--- src/rtl/imem_boot_loader.sv ---
// Boot loader: takes a 16-bit big-endian word count followed by big-endian instruction
// words from a byte stream, writes them into IMEM, then releases the core from reset.
//   state  | meaning
//   IDLE   | one-cycle settle after reset or reboot
//   LEN_HI | waiting for length byte [15:8]
//   LEN_LO | waiting for length byte [7:0], range check
//   LOAD   | assembling words and pulsing im_we
//   FLUSH  | last write retiring
//   DONE   | program loaded, core running
//   ERR    | illegal length, core held in reset
module imem_boot_loader #(
  parameter int MIPS_SIZE  = 32,
  parameter int ADDR_WIDTH = 8
) (
  input  logic                  CLK,
  input  logic                  RST,
  input  logic [7:0]            rx_data,
  input  logic                  rx_valid,
  output logic                  rx_ready,
  input  logic                  reboot,
  output logic                  im_we,
  output logic [ADDR_WIDTH-1:0] im_waddr,
  output logic [MIPS_SIZE-1:0]  im_wdata,
  output logic                  cpu_rst_n,
  output logic                  boot_done,
  output logic                  boot_err
);

  // One spare bit so a full 2**ADDR_WIDTH load never wraps the counter.
  localparam int CNT_W = ADDR_WIDTH + 1;
  localparam logic [CNT_W-1:0] CNT_ONE = CNT_W'(1);

  typedef enum logic [2:0] {
    IDLE, LEN_HI, LEN_LO, LOAD, FLUSH, DONE, ERR
  } state_t;

  state_t                 state;
  logic [15:0]            len;
  logic [CNT_W-1:0]       word_cnt;
  logic [1:0]             byte_cnt;
  logic [MIPS_SIZE-9:0]   shift;

  logic                   accept;
  logic [15:0]            len_next;
  logic                   len_bad;
  logic                   last_word;

  assign rx_ready  = (state == LEN_HI) || (state == LEN_LO) || (state == LOAD);
  assign accept    = rx_valid && rx_ready;
  assign len_next  = {len[15:8], rx_data};
  assign len_bad   = (len_next == 16'd0) || (32'(len_next) > (32'd1 << ADDR_WIDTH));
  assign last_word = (32'(word_cnt) == (32'(len) - 32'd1));

  always_ff @(posedge CLK or negedge RST) begin
    if (!RST) begin
      state     <= IDLE;
      len       <= '0;
      word_cnt  <= '0;
      byte_cnt  <= '0;
      shift     <= '0;
      im_we     <= 1'b0;
      im_waddr  <= '0;
      im_wdata  <= '0;
      cpu_rst_n <= 1'b0;
      boot_done <= 1'b0;
      boot_err  <= 1'b0;
    end else begin
      case (state)
        IDLE: state <= LEN_HI;
        LEN_HI: begin
          if (accept) begin
            len[15:8] <= rx_data;
            state     <= LEN_LO;
          end
        end
        LEN_LO: begin
          if (accept) begin
            len[7:0] <= rx_data;
            word_cnt <= '0;
            byte_cnt <= '0;
            if (len_bad) begin
              state    <= ERR;
              boot_err <= 1'b1;
            end else begin
              state <= LOAD;
            end
          end
        end
        LOAD: begin
          im_we <= 1'b0;
          if (accept) begin
            byte_cnt <= byte_cnt + 2'd1;
            shift    <= {shift[MIPS_SIZE-17:0], rx_data};
            if (byte_cnt == 2'd3) begin
              im_we    <= 1'b1;
              im_waddr <= word_cnt[ADDR_WIDTH-1:0];
              im_wdata <= {shift, rx_data};
              word_cnt <= word_cnt + CNT_ONE;
              if (last_word) state <= FLUSH;
            end
          end
        end
        FLUSH: begin
          im_we     <= 1'b0;
          state     <= DONE;
          cpu_rst_n <= 1'b1;
          boot_done <= 1'b1;
        end
        DONE: begin
          if (reboot) begin
            state     <= IDLE;
            cpu_rst_n <= 1'b0;
            boot_done <= 1'b0;
          end
        end
        ERR: begin
          if (reboot) begin
            state    <= IDLE;
            boot_err <= 1'b0;
          end
        end
        default: state <= IDLE;
      endcase
    end
  end

endmodule

--- config.mk ---
export PLATFORM = sky130hd
export DESIGN_NAME = imem_boot_loader
export DESIGN_NICKNAME = d
export VERILOG_FILES = /design/src/rtl/imem_boot_loader.sv
export SDC_FILE = /design/constraint.sdc
export NUM_CORES = 1
export LEC_CHECK = 0
export CAP_MARGIN = 30
export CORE_UTILIZATION = 45
export CTS_BUF_LIST = sky130_fd_sc_hd__clkbuf_8 sky130_fd_sc_hd__clkbuf_16
export DETAILED_ROUTE_END_ITERATION = 10
export PLACE_DENSITY_LB_ADDON = 0.15
export SLEW_MARGIN = 20
export SYNTH_ARGS = -nofsm -noshare
export SYNTH_HDL_FRONTEND = slang
export SYNTH_SLANG_ARGS = --single-unit
--- constraint.sdc ---
create_clock -name CLK -period 2.7 [get_ports CLK]
set_input_delay 0.54 -clock CLK [delete_from_list [all_inputs] [get_ports CLK]]
set_output_delay 0.54 -clock CLK [all_outputs]
set_load 0.05 [all_outputs]
==> results.md <==
* Final wirelength at around 9.4 mm
* Unrepaired setup endpoints after global routing: false
* Die Wd at 99.5 µm
* Max VDD drop at 717 µV
* Largest net degree at the start of global routing at 98
* Final nets at 511
* CTS Hold Bufs at 0
* Pre-CTS setup slack at 122 ps
* Clock sink count at between 90 and 100
* Worst slew margin at 0.573
* Post-CTS setup buffer count at 0
* CP Data Arrival Time at 2750 ps
* Antenna violations before repair at 0
* Max Root-Sink Buffers at 2
* ANT nets after route at 0
* Worst Path Required at 2940 ps
* Post-synth top area share at 0.567
* # DRC at 0
* Main synth FF type: dfrtp_1
* Syn-to-layout area delta at 23.6%
* TritonRoute pass-1 iters at 4
* DPL Wire Length at 6.52 mm
* RD Place Congestion at 0.877
* Setup slack, reg-to-reg at 190 ps
* Register area at 2430 µm²
* Root Driver: clkbuf_8
* Final Hold Fails at 0
* Cell accounting for the most synthesized area: dfrtp_1
* Synthesized net count at 445
* I/O pin cnt at 57
* Max Fclk at ~0.40 GHz
* First-pass GRT wire length at 16.1 mm
* Post-route setup TNS at 0 ps
* Final non-filler cell total at 630
* Top-count cell post-synth: nand2_1
* Hold Crit Class: in -> async
* Mapped Area at 4280 µm²
* Routed length per placed instance at about 15 µm
* Cts bufs inserted at 9
* Post-route worst setup slack at 191 ps
* Top post-synthesis cells by count: 155 x nand2_1, 97 x dfrtp_1, 32 x mux2_2
* Synthesis-stage register bit count at 97
* Kind of critical path: reg -> reg
* Core area at 9240 µm²
* CP Launch Type: flip-flop
* Area of the multi-input gates at 1740 µm²
* CTS tree: yes
* LEAKAGE at 2.50 nW
* Initial Util at 0.463
* Vias per cell at 5.02
* Grt total ovfl at 0
* Pins Over Slew Limit at 0
* Synth area leaders: dfrtp_1 57%, nand2_1 14%, mux2_2 8.4%, o21ai_0 2.0%, xor2_1 1.8%
* Clock Latency Late Sink at 370 ps
* Die H at about 100 µm
* Die area at 9900 µm²
* Final worst path period need at 2510 ps
* Post-route clock period utilization at 0.929
* Number of diodes at 0
* Status: finished, final reports clean
* Filler Cell Count at about 840
* Synth unique cells at 42
* Cell Pwr Density at 1130 nW/µm²
* Cell count after synthesis at 430
* CP Capture Type: flip-flop
* Post-CTS sizing at 0
* Standard-cell row count at 35
* Post-synth EDFFs at 0
* Sequential area share after synthesis at 0.567
* Fraction of registers with async set/reset at 1.00
* Cells after DPL at 614
* Syn avg cell area at 9.95 µm²
* Worst-Margin Slew at 640 ps
* Clock transition at path regs at 100 ps
* Total GRT Usage at 0.211
* Max-Cap Viols at 0
* Yosys Warn Count at 0
* CP max FO at 8
* # port buffers at 56
* Fraction of layout cells with a size suffix above 1 at 0.150
* Final setup vio count at 0
* H-tree Lvls at 3
* Vias in the first global route at 3114
* Iteration-0 DRC Markers at 170
* DR vias at 3163
* Clock Skew at approximately 13 ps
-- registers in the layout, indices dropped and copies added, names as in the netlist --
signal     count
boot_done      1
boot_err       1
byte_cnt       2
im_waddr       8
im_wdata      32
im_we          1
len           16
shift         24
state          3
word_cnt       9
-- path summary, 6_finish.rpt --
check	from	end	depth (start not counted)
worst max-delay path	len[0]$_DFFE_PN0P_	state[1]$_DFFE_PN0P_	8
worst min-delay path	RST	im_wdata[30]$_DFFE_PN0P_	2
worst max register to register	len[0]$_DFFE_PN0P_	state[1]$_DFFE_PN0P_	8
worst min register to register	shift[18]$_DFFE_PN0P_	im_wdata[26]$_DFFE_PN0P_	2
max in group asynchronous	RST	len[4]$_DFFE_PN0P_	2
min in group CLK	shift[18]$_DFFE_PN0P_	im_wdata[26]$_DFFE_PN0P_	2
-- power by group --
group          internal, W  switching, W  total, W
clock             0.000467      0.000535   0.00100
combinational      0.00102       0.00150   0.00252
sequential         0.00198      0.000459   0.00244
-- cells in the final DEF, fill, tap and decap left out, types with 3 or more instances in the layout --
cell,Yosys,routed
nand2_1,155,155
dfrtp_1,97,97
clkdlybuf4s50_1,0,55
mux2_2,32,32
o21ai_0,17,17
buf_4,1,17
nor2_1,13,12
a21oi_1,10,10
clkbuf_8,0,10
inv_1,9,9
xor2_1,9,9
xnor2_1,8,8
nand3_1,6,6
a31oi_1,5,5
or3_1,4,4
nand4_1,4,4
and3_1,3,3
nor2b_1,3,3
or4_1,3,3
o21ai_1,3,3
ha_1,3,3
-- final cells by class --
class,count,share of cell area
Clock inverter,6,0.0137
Inverter,9,0.00639
Multi-Input combinational cell,305,0.329
Clock buffer,10,0.0260
Sequential cell,97,0.459
Tap cell,129,0.0305
Timing Repair Buffer,74,0.136
-- logic make-up (layout without fill, tap and decap cells) --
family | Yosys count | count (layout) | share of synthesized area
muxes | 32 | 32 | 0.0842
xor gates and xnor gates | 17 | 17 | 0.0348
AOI/OAI and AO/OA | 45 | 45 | 0.0632
and+or+nand+nor | 208 | 208 | 0.215
DFF | 97 | 97 | 0.567
buffers and inverters | 28 | 99 | 0.0272
adders and majority gates | 3 | 3 | 0.00877
-- worst max-delay path: stages (launching register included) --
cell	delay, ps
dfrtp_1	440
inv_1	100
ha_1	220
nor2b_2	200
a311oi_1	300
a31oi_1	60
or3_1	390
nor4_1	510
a31oi_1	150
-- per-stage QoR --
stage	hold slack [ps]	area [µm²]	utilization	power, W
final	212	5290	0.572	0.00595
after global routing	232	5290	0.572	0.00633
after detailed placement	453	5080	0.550	0.00498
after global placement	447	5080	0.550	0.00491
after floorplan	244	4280	-	0.00416
after CTS	232	5290	0.572	0.00600
-- per-layer routing --
metal  track usage  vias to the layer above  part of all wire
met5             0                        -                 0
met1         0.312                     1533              0.50
met2         0.310                       64              0.45
met3        0.0485                       12             0.043
li1              -                     1554                 -
met4        0.0656                        0             0.014
Note: power is estimated with default switching activity, not from simulation.
